$ cat src/rtl/pipe_pkg.sv
// pipe_pkg: shared types and constants for the pipeline stage registers.
package pipe_pkg;

    typedef enum logic [1:0] {
        ST_EMPTY = 2'd0,
        ST_ONE   = 2'd1,
        ST_FULL  = 2'd2
    } stage_st_t;

    localparam logic [31:0] NOP_INSTR = 32'h0000_0000;

endpackage

$ cat src/rtl/pipe_perf_counter.sv
// pipe_perf_counter: saturating event counter with synchronous clear.
module pipe_perf_counter #(
    parameter int CNT_W = 16
) (
    input  logic             clk,
    input  logic             reset,
    input  logic             i_inc,
    input  logic             i_clr,
    output logic [CNT_W-1:0] o_cnt
);
    logic [CNT_W-1:0] r_cnt;

    always_ff @(posedge clk or posedge reset) begin
        if (reset)
            r_cnt <= '0;
        else if (i_clr)
            r_cnt <= '0;
        else if (i_inc && r_cnt != '1)
            r_cnt <= r_cnt + CNT_W'(1);
    end

    assign o_cnt = r_cnt;
endmodule

$ cat src/rtl/pipe_stage_skid.sv
// pipe_stage_skid: valid/ready pipeline stage register with optional skid entry,
// flush-to-bubble and a saturating bubble-cycle counter.
module pipe_stage_skid
    import pipe_pkg::*;
#(
    parameter int                DATA_W   = 32,
    parameter bit                SKID_EN  = 1'b1,
    parameter logic [DATA_W-1:0] NOP_DATA = DATA_W'(NOP_INSTR),
    parameter int                CNT_W    = 16
) (
    input  logic              clk,
    input  logic              reset,
    input  logic              i_flush,
    input  logic              i_valid,
    output logic              o_ready,
    input  logic [DATA_W-1:0] i_data,
    output logic              o_valid,
    input  logic              i_ready,
    output logic [DATA_W-1:0] o_data,
    output logic [CNT_W-1:0]  o_bubble_cnt,
    input  logic              i_cnt_clr
);
    logic w_in_fire;
    logic w_out_fire;

    assign w_in_fire  = i_valid & o_ready;
    assign w_out_fire = o_valid & i_ready;

    generate
        if (SKID_EN) begin : g_skid
            stage_st_t         r_state, w_state_nxt;
            logic [DATA_W-1:0] r_main, r_skid, w_main_nxt, w_skid_nxt;
            logic              r_ready;

            always_ff @(posedge clk or posedge reset) begin
                if (reset) begin
                    r_state <= ST_EMPTY;
                    r_main  <= NOP_DATA;
                    r_skid  <= NOP_DATA;
                    r_ready <= 1'b1;
                end else begin
                    r_state <= w_state_nxt;
                    r_main  <= w_main_nxt;
                    r_skid  <= w_skid_nxt;
                    r_ready <= (w_state_nxt != ST_FULL);
                end
            end

            always_comb begin
                w_state_nxt = r_state;
                w_main_nxt  = r_main;
                w_skid_nxt  = r_skid;
                if (i_flush) begin
                    w_state_nxt = ST_EMPTY;
                    w_main_nxt  = NOP_DATA;
                end else begin
                    case (r_state)
                        ST_EMPTY: if (w_in_fire) begin
                            w_state_nxt = ST_ONE;
                            w_main_nxt  = i_data;
                        end
                        ST_ONE: if (w_in_fire && w_out_fire) begin
                            w_main_nxt = i_data;
                        end else if (w_in_fire) begin
                            w_state_nxt = ST_FULL;
                            w_skid_nxt  = i_data;
                        end else if (w_out_fire) begin
                            w_state_nxt = ST_EMPTY;
                        end
                        ST_FULL: if (w_out_fire) begin
                            w_state_nxt = ST_ONE;
                            w_main_nxt  = r_skid;
                        end
                        default: w_state_nxt = ST_EMPTY;
                    endcase
                end
            end

            assign o_valid = (r_state != ST_EMPTY);
            assign o_ready = r_ready;
            assign o_data  = r_main;
        end else begin : g_reg
            logic              r_valid;
            logic [DATA_W-1:0] r_main;

            always_ff @(posedge clk or posedge reset) begin
                if (reset) begin
                    r_valid <= 1'b0;
                    r_main  <= NOP_DATA;
                end else if (i_flush) begin
                    r_valid <= 1'b0;
                    r_main  <= NOP_DATA;
                end else if (w_in_fire) begin
                    r_valid <= 1'b1;
                    r_main  <= i_data;
                end else if (w_out_fire) begin
                    r_valid <= 1'b0;
                end
            end

            assign o_valid = r_valid;
            assign o_ready = !r_valid | i_ready;
            assign o_data  = r_main;
        end
    endgenerate

    // Flush edges are not bubbles themselves; the emptied cycles after them are.
    logic w_bubble;
    assign w_bubble = !o_valid & !i_flush;

    pipe_perf_counter #(.CNT_W(CNT_W)) u_bubble_cnt (
        .clk   (clk),
        .reset (reset),
        .i_inc (w_bubble),
        .i_clr (i_cnt_clr),
        .o_cnt (o_bubble_cnt)
    );

    a_stall_hold: assert property (@(posedge clk) disable iff (reset)
        (o_valid & !i_ready & !i_flush) |=> (o_valid & $stable(o_data)));
endmodule

$ cat config.mk
export PLATFORM = sky130hd
export DESIGN_NAME = pipe_stage_skid
export DESIGN_NICKNAME = d
export VERILOG_FILES = /design/src/rtl/pipe_pkg.sv /design/src/rtl/pipe_perf_counter.sv /design/src/rtl/pipe_stage_skid.sv
export SDC_FILE = /design/constraint.sdc
export NUM_CORES = 1
export LEC_CHECK = 0
export BUFFER_PORTS_ARGS = -buffer_cell sky130_fd_sc_hd__buf_2
export CORE_MARGIN = 8
export CORE_UTILIZATION = 40
export CTS_BUF_LIST = sky130_fd_sc_hd__clkbuf_4 sky130_fd_sc_hd__clkbuf_8 sky130_fd_sc_hd__clkbuf_16
export DETAILED_ROUTE_END_ITERATION = 16
export GPL_TIMING_DRIVEN = 0
export PLACE_DENSITY_LB_ADDON = 0.3
export SLEW_MARGIN = 25
export SYNTH_ARGS = -nofsm -noshare
export SYNTH_HDL_FRONTEND = slang
export SYNTH_SLANG_ARGS = --single-unit
export TNS_END_PERCENT = 5
$ cat constraint.sdc
create_clock -name clk -period 7.2 [get_ports clk]
set_input_delay 1.08 -clock clk [delete_from_list [all_inputs] [get_ports clk]]
set_output_delay 1.08 -clock clk [all_outputs]
set_load 0.01 [all_outputs]
==> results of run 1 <==
==> routing by layer <==
layer | part of all wire | up-vias
met3 | 0.059 | 9
met1 | 0.45 | 1415
met5 | 0 | -
met4 | 0.013 | 0
met2 | 0.48 | 68
li1 | - | 1372
==> layout make-up <==
class                      instances  area share
buffer                            21      0.0316
inverter                           4     0.00428
timing repair buffer              86      0.0968
multi-input combinational        211       0.343
clock inverter                     5      0.0169
clock buffer                      10      0.0281
tap                              129      0.0345
sequential                        83       0.444
==> cell usage in the layout (no fill, tap or decap), types with 2 or more instances in the layout <==
master      n
dfrtp_1    82
inv_1       3
nand4_1     5
bufinv_16   2
o31ai_1    39
or3_2       2
clkbuf_1    5
a21oi_1    13
nand2b_1    2
buf_6       8
clkinv_2    2
clkbuf_8    9
o21ai_1     3
nor2_1      5
nand3_1     5
or3_1       4
xor2_1      2
or4_1       7
mux2i_1    33
mux2_2     32
buf_2      92
o21ai_0     3
nand2_1    38
==> power by group through the flow <==
stage | Combinational, mW | Sequential (mW) | Clock (mW)
final | 0.171 | 0.577 | 0.362
after global routing | 0.190 | 0.587 | 0.394
after floorplan | 0.110 | 0.587 | 0
after detailed placement | 0.175 | 0.587 | 0
after CTS | 0.176 | 0.578 | 0.377
after global placement | 0.169 | 0.582 | 0
==> flip-flops by register name (all words and copies together), names as in the netlist <==
register and flops:
o_ready 1, g_skid.r_skid 32, u_bubble_cnt.o_cnt 16, o_data 32, g_skid.r_state 2
==> path summary, 6_finish.rpt <==
kind,to,cells after the start
max in group asynchronous,o_ready,3
worst max register to register,u_bubble_cnt.o_cnt[1],6
worst max-delay path,o_valid,2
min in group asynchronous,u_bubble_cnt.o_cnt[11],2
worst min-delay path,o_data[23],2
worst min register to register,o_data[23],2
==> stage by stage <==
stage	setup WS (ps)	hold WS (ps)	instances	utilization	total power, mW
3_5_place_dp	4610	465	534	0.481	0.763
4_1_cts	4820	486	549	0.504	1.13
3_3_place_gp	2880	456	533	0.478	0.751
6_report	4840	477	549	0.504	1.11
5_1_grt	4770	503	549	0.504	1.17
2_1_floorplan	3980	479	319	-	0.698
==> tightest hold or removal path: cells and delay by family (launching register included) <==
family / cells / cell delay, ps
and+or+nand+nor: 1 / 50
AOI/OAI and AO/OA: 1 / 50
DFF: 1 / 340
==> cells by family after synthesis <==
group	count (synthesis)
DFF	83
and+or+nand+nor	79
muxes	65
buffers and inverters	25
adders and majority gates	1
xor gates and xnor gates	3
AOI/OAI and AO/OA	63
==> results.sh, run 1 <==
export IMPL_status="finished, final reports clean"
export IMPL_die_y_microns=114
export IMPL_cp_arrival_ps=1280
export IMPL_met3_usage=0.0411
export IMPL_synthToLayoutAreaGrowth_pct=21.6
export IMPL_synth_top_cell_area_share=0.533
export IMPL_synth_xor_xnor_area_share=0.00683
export IMPL_antenna_diode_count=0
export IMPL_dieArea_sq_um=13000
export IMPL_start_kind="flip-flop"
export IMPL_cts_root_buffer="clkbuf_8"
export IMPL_rr_startpoint="u_bubble_cnt.o_cnt[0]"
export IMPL_drc=0
export IMPL_pwr_share_seq=0.520
export IMPL_drtPass1Iterations=4
export IMPL_synth_most_common_cell="dfrtp_1"
export IMPL_grt_pass1_wl_microns=14800
export IMPL_critPathMaxStageDelay_ps=460
export IMPL_grt_setup_unrepaired="no"
export IMPL_numCtsBuffers=9
export IMPL_wl_per_cell_microns=16.3
export IMPL_drive_above_1_share=0.381
export IMPL_synthMuxAreaShare=0.180
export IMPL_worst_pin_slew_ps=799
export IMPL_synth_fa_ha_area_frac=0.00325
export IMPL_synth_largest_area_cell="dfrtp_1"
export IMPL_hold_class="reg -> reg"
export IMPL_port_buffers=85
export IMPL_cp_slowest_cell="dfrtp_1"
export IMPL_cp_max_fo=6
export IMPL_clockBufferDepth=2
export IMPL_synth_nets=358
export IMPL_synth_top_family_by_area="multiplexers"
export IMPL_core_area_sq_um=9280
export IMPL_cts_tree="yes"
export IMPL_antenna_found_initial=0
export IMPL_clk_pin_slew_ps=80
export IMPL_synth_edf_count=0
export IMPL_place_area_sq_um=4470
export IMPL_synth_area_leaders="dfrtp_1 (53%), mux2_2 (9.4%), mux2i_1 (8.6%)"
export IMPL_setup_violations_final=0
export IMPL_critPathTopFamily="flip-flops"
export IMPL_cp_startpoint="g_skid.r_state[0]"
export IMPL_grt_overflow=0
export IMPL_ys_warn_count=0
export IMPL_peakVddDrop_mv=0.103
export IMPL_ctsHoldBuffers=0
export IMPL_drv_cap=0
export IMPL_switching_share=0.255
export IMPL_cellLeakagePower_nw=2.29
export IMPL_ys_flop_type="dfrtp_1"
export IMPL_syn_area_per_cell_sq_um=12.1
export IMPL_crit_buf_inv=1
export IMPL_synth_cell_types=40
export IMPL_tns_ps=0
export IMPL_final_area_sq_um=4680
export IMPL_cts_resized=0
export IMPL_place_congestion=0.786
export IMPL_use_met1=0.175
export IMPL_synth_seq_cells=83
export IMPL_critical_path_class="reg -> out"
export IMPL_period_share=0.327
export IMPL_track_usage=0.144
export IMPL_dpl_hpwl_microns=6360
export IMPL_finalMaxSlewViolations=0
export IMPL_p_clk_frac=0.326
export IMPL_grt_max_degree=72
export IMPL_synth_commonest_cells="dfrtp_1 (82), o31ai_1 (39), nand2_1 (38), mux2i_1 (33), mux2_2 (32)"
export IMPL_hold_violations=0
export IMPL_slew_headroom=0.462
export IMPL_synth_compound_area_frac=0.118
export IMPL_multi_input_area_sq_um=1610
export IMPL_busiest_layer="met2"
export IMPL_fin_nets=455
export IMPL_syn_area_sq_um=3850
export IMPL_fill_cells=896
export IMPL_clk_latency_ps=340
export IMPL_p_per_area_nw_per_um2=237
export IMPL_met2_usage=0.233
export IMPL_syn_inst=319
export IMPL_path_cells="or2_2 > buf_2"
export IMPL_vias=2864
export IMPL_rrSetupSlack_ps=5000
export IMPL_regArea_sq_um=2080
export IMPL_core_rowCount=35
export IMPL_io_pins=88
export IMPL_period_needed_ps=2360
export IMPL_combPwrFrac=0.154
export IMPL_die_w_microns=114
export IMPL_p_int_mw=0.828
export IMPL_crit_required_ps=6120
export IMPL_routed_wl_microns=8960
export IMPL_cts_max_level=3
export IMPL_async_reset_ff_frac=1.00
export IMPL_grt_pass1_vias=2992
export IMPL_viasPerCell=5.22
export IMPL_ant_nets=0
export IMPL_start_util=0.414
export IMPL_fmax_ghz=0.424
export IMPL_cts_setup_buffers=0
export IMPL_synthSimpleGateAreaFrac=0.110
export IMPL_endpoint_kind="primary output"
export IMPL_skew_ps=12.2
export IMPL_numClockSinks=83
export IMPL_hp_start="o_data[23]"
export IMPL_p_sw_mw=0.283
export IMPL_drt_iter0_markers=117
export IMPL_ys_seq_area_frac=0.540
Power figures use the tool's default switching activity.
==> run 2: changes to the inputs <==
==> constraint.sdc (replaced) <==
create_clock -name clk -period 2.2 [get_ports clk]
set_input_delay 0.33 -clock clk [delete_from_list [all_inputs] [get_ports clk]]
set_output_delay 0.33 -clock clk [all_outputs]
set_load 0.01 [all_outputs]
==> results.sh, run 2 (synthesized netlist as in run 1, its figures left out) <==
export IMPL_status="finished, final reports clean"
export IMPL_fin_hold_ws_ps=65.0
export IMPL_clk_latency_ps=350
export IMPL_p_per_area_nw_per_um2=762
export IMPL_antenna_found_initial=0
export IMPL_cts_setup_buffers=0
export IMPL_core_area_sq_um=9280
export IMPL_start_kind="flip-flop"
export IMPL_endpoint_kind="flip-flop"
export IMPL_grt_pass1_vias=3015
export IMPL_hold_class="in -> async"
export IMPL_start_util=0.414
export IMPL_synthToLayoutAreaGrowth_pct=22.2
export IMPL_hold_violations=0
export IMPL_critical_path_class="reg -> reg"
export IMPL_tns_ps=0
export IMPL_peakVddDrop_mv=0.332
export IMPL_dpl_cell_count=535
export IMPL_final_cell_mix="buf_2 (92), dfrtp_1 (82), o31ai_1 (39), nand2_1 (38), mux2i_1 (33)"
export IMPL_track_usage=0.142
export IMPL_io_pins=88
export IMPL_ant_nets=0
export IMPL_path_cells="ha_1 > nand3_2 > o41ai_4 > buf_6 > mux2i_1 > nor2_1"
export IMPL_dpl_hpwl_microns=6480
export IMPL_numClockSinks=83
export IMPL_cts_max_level=3
export IMPL_crit_required_ps=2410
export IMPL_dieArea_sq_um=13000
export IMPL_stdcell_count=551
export IMPL_drv_cap=0
export IMPL_cp_slowest_cell="o41ai_4"
export IMPL_final_common_cell="buf_2"
export IMPL_grt_pass1_wl_microns=14800
export IMPL_drtPass1Iterations=5
export IMPL_setup_violations_final=0
export IMPL_vias=2856
export IMPL_viasPerCell=5.18
export IMPL_fmax_ghz=0.494
export IMPL_worst_pin_slew_ps=648
export IMPL_cellLeakagePower_nw=2.30
export IMPL_slew_headroom=0.568
export IMPL_grt_max_degree=31
export IMPL_drc=0
export IMPL_skew_ps=14.1
export IMPL_routed_wl_microns=8810
export IMPL_clk_pin_slew_ps=90
export IMPL_grt_overflow=0
export IMPL_cp_max_fo=10
export IMPL_critPathMaxStageDelay_ps=580
export IMPL_port_buffers=85
export IMPL_drive_above_1_share=0.386
export IMPL_period_share=0.920
export IMPL_fin_nets=456
export IMPL_die_w_microns=114
export IMPL_finalMaxSlewViolations=0
export IMPL_cts_tree="yes"
export IMPL_grt_setup_unrepaired="no"
export IMPL_clockBufferDepth=2
export IMPL_die_y_microns=114
export IMPL_critPathTopFamily="compound AO/OA/AOI/OAI gates"
export IMPL_wl_per_cell_microns=16.0
export IMPL_cts_root_buffer="clkbuf_8"
export IMPL_drt_iter0_markers=89
export IMPL_cp_arrival_ps=2230
export IMPL_antenna_diode_count=0
export IMPL_place_congestion=0.784
export IMPL_period_needed_ps=2020
export IMPL_numCtsBuffers=9
export IMPL_core_rowCount=35
export IMPL_crit_buf_inv=1
-- run 2: cell type report --
cell class,instances,area (sq um)
clock buffer,11,145
buffer,21,148
clock inverter,5,60.1
fill,899,4580
sequential,83,2080
multi-input combinational,211,1620
tap,129,161
timing repair buffer,87,465
inverter,4,18.8
-- run 2: final timing paths --
path                                  startpoint                     to  slack (ps)  depth (start not counted)
max                        u_bubble_cnt.o_cnt[0]  u_bubble_cnt.o_cnt[1]         180                          6
max reg2reg                u_bubble_cnt.o_cnt[0]  u_bubble_cnt.o_cnt[1]         180                          6
min reg2reg                           o_data[22]             o_data[22]         470                          2
min                                        reset       g_skid.r_skid[8]          60                          2
min in group clk                       i_data[2]       g_skid.r_skid[2]         220                          2
max in group asynchronous                  reset      g_skid.r_skid[17]        1590                          3
-- run 2: power breakdown --
group	switching, mW	internal [mW]	total, mW	leakage [nW]
logic	0.264	0.301	0.565	1.13
clock network	0.560	0.573	1.13	0.103
registers	0.118	1.77	1.88	1.07
-- run 2: what timing repair did --
item | CTS | global route
endpoints found under the setup margin | 0 | 5
resized for setup | 0 | 2
hold buffers | 0 | 0
-- run 2: metal layers --
metal	up-vias	share of wire	global-route usage
met5	-	0	0
met4	0	0.011	0.0453
met3	9	0.052	0.0390
met2	67	0.49	0.238
met1	1408	0.45	0.171
li1	1372	-	-
-- run 2: metrics by stage --
stage                      util  worst slack (ps)  power (mW)  instance area (sq um)
after floorplan               -               345        2.28                   3850
after global placement    0.478              96.3        2.46                   4440
after detailed placement  0.482              68.0        2.50                   4480
after CTS                 0.504              44.4        3.64                   4680
after global routing      0.506              19.2        3.78                   4700
final                     0.506               176        3.58                   4700
==> run 3: changes to the inputs <==
--- a/config.mk
+++ b/config.mk
@@ -11,7 +11,8 @@
 export CTS_BUF_LIST = sky130_fd_sc_hd__clkbuf_4 sky130_fd_sc_hd__clkbuf_8 sky130_fd_sc_hd__clkbuf_16
 export DETAILED_ROUTE_END_ITERATION = 16
 export GPL_TIMING_DRIVEN = 0
-export PLACE_DENSITY_LB_ADDON = 0.3
+export PLACE_DENSITY = 0.61
+export RECOVER_POWER = 25
 export SLEW_MARGIN = 25
 export SYNTH_ARGS = -nofsm -noshare
 export SYNTH_HDL_FRONTEND = slang
==> results.sh, run 3 (synthesized netlist as in run 1, its figures left out) <==
export IMPL_skew_ps=12.8
export IMPL_finalMaxSlewViolations=0
export IMPL_fin_hold_ws_ps=231
export IMPL_slew_headroom=0.419
export IMPL_cp_max_fo=6
export IMPL_fill_cells=907
export IMPL_antenna_diode_count=0
export IMPL_grt_setup_unrepaired="no"
export IMPL_final_common_cell="buf_2"
export IMPL_io_pins=88
export IMPL_clockBufferDepth=2
export IMPL_grt_pass1_wl_microns=14600
export IMPL_endpoint_kind="flip-flop"
export IMPL_cts_tree="yes"
export IMPL_fmax_ghz=0.485
export IMPL_fin_nets=458
export IMPL_final_area_sq_um=4690
export IMPL_dpl_hpwl_microns=6490
export IMPL_drt_iter0_markers=92
export IMPL_period_share=0.937
export IMPL_core_rowCount=35
export IMPL_core_area_sq_um=9280
export IMPL_clk_pin_slew_ps=90
export IMPL_grt_max_degree=32
export IMPL_cellLeakagePower_nw=2.29
export IMPL_hold_class="in -> reg"
export IMPL_place_congestion=0.751
export IMPL_vias=2828
export IMPL_hold_violations=0
export IMPL_synthToLayoutAreaGrowth_pct=21.8
export IMPL_viasPerCell=5.11
export IMPL_clk_latency_ps=340
export IMPL_tns_ps=0
export IMPL_start_util=0.414
export IMPL_cp_arrival_ps=2280
export IMPL_cts_setup_buffers=0
export IMPL_worst_pin_slew_ps=864
export IMPL_numClockSinks=83
export IMPL_period_needed_ps=2060
export IMPL_numCtsBuffers=9
export IMPL_ant_nets=0
export IMPL_antenna_found_initial=0
export IMPL_die_y_microns=114
export IMPL_crit_required_ps=2420
export IMPL_port_buffers=85
export IMPL_peakVddDrop_mv=0.475
export IMPL_setup_violations_final=0
export IMPL_stdcell_count=553
export IMPL_wl_per_cell_microns=16.0
export IMPL_dieArea_sq_um=13000
export IMPL_cts_max_level=3
export IMPL_drive_above_1_share=0.384
export IMPL_track_usage=0.141
export IMPL_grt_overflow=0
export IMPL_place_area_sq_um=4510
export IMPL_die_w_microns=114
export IMPL_start_kind="flip-flop"
export IMPL_routed_wl_microns=8850
export IMPL_drv_cap=0
export IMPL_status="finished, final reports clean"
export IMPL_dpl_cell_count=536
export IMPL_p_per_area_nw_per_um2=739
export IMPL_drc=0
export IMPL_grt_pass1_vias=2951
export IMPL_drtPass1Iterations=4
export IMPL_final_cell_mix="buf_2 (92), dfrtp_1 (82), o31ai_1 (39), nand2_1 (38), mux2i_1 (33)"
export IMPL_critical_path_class="reg -> reg"
export IMPL_cts_root_buffer="clkbuf_8"
run 3: changes by cell type in the layout (fill, tap and decap cells not counted), sizes merged:
cell	before	now
bufinv	1	0
clkbuf	16	17
clkinv	2	0
clkinvlp	2	5
dlygate4sd3	0	1
run 3: final timing paths:
kind                                       startpoint                      to  cells after the start  slack, ps
max in group asynchronous                       reset       g_skid.r_skid[20]                      4        530
worst min register to register             o_data[28]              o_data[28]                      2        480
worst max register to register  u_bubble_cnt.o_cnt[0]  u_bubble_cnt.o_cnt[13]                      5        140
worst max-delay path            u_bubble_cnt.o_cnt[0]  u_bubble_cnt.o_cnt[13]                      5        140
worst min-delay path                       i_data[17]       g_skid.r_skid[17]                      2        230
min in group asynchronous                       reset   u_bubble_cnt.o_cnt[1]                      3        560
run 3: what timing repair did:
action                                  in CTS  in global routing
gates resized for setup                      0                  1
endpoints found under the setup margin       0                  3
endpoints found under the hold margin        9                  0
hold buffers                                 1                  0
run 3: final cells by class:
cell class	count	area [sq um]	share of cell area
sequential	83	2080	0.443
multi-input combinational	211	1620	0.345
timing repair buffer	89	488	0.104
tap	129	161	0.0344
buffer	21	148	0.0315
clock buffer	11	139	0.0296
clock inverter	5	38.8	0.00828
inverter	4	16.3	0.00347
run 3: routing by layer:
metal / up-vias / part of all wire / GRT usage
met3: 8 / 0.053 / 0.0401
li1: 1372 / - / -
met5: - / 0 / 0
met4: 0 / 0.0093 / 0.0453
met1: 1392 / 0.44 / 0.169
met2: 56 / 0.50 / 0.237
run 3: critical path, cell delays in order, from the launching register on:
cell	delay, ps
dfrtp_1	440
ha_1	230
nand3_2	180
nor4_1	800
or4_1	220
a21oi_1	60
run 3: where the power goes:
part           switching (mW)  leakage [nW]  internal, mW
registers               0.123          1.07          1.77
clock network           0.563        0.0790         0.440
logic                   0.265          1.14         0.304
total                   0.951          2.29          2.51
run 3: metrics by stage:
step	setup slack (ps)	utilization	power, mW
4_1_cts	97.9	0.506	3.52
6_report	139	0.505	3.46
3_5_place_dp	111	0.485	2.51
5_1_grt	46.7	0.505	3.66
2_1_floorplan	345	-	2.28
3_3_place_gp	110	0.478	2.46
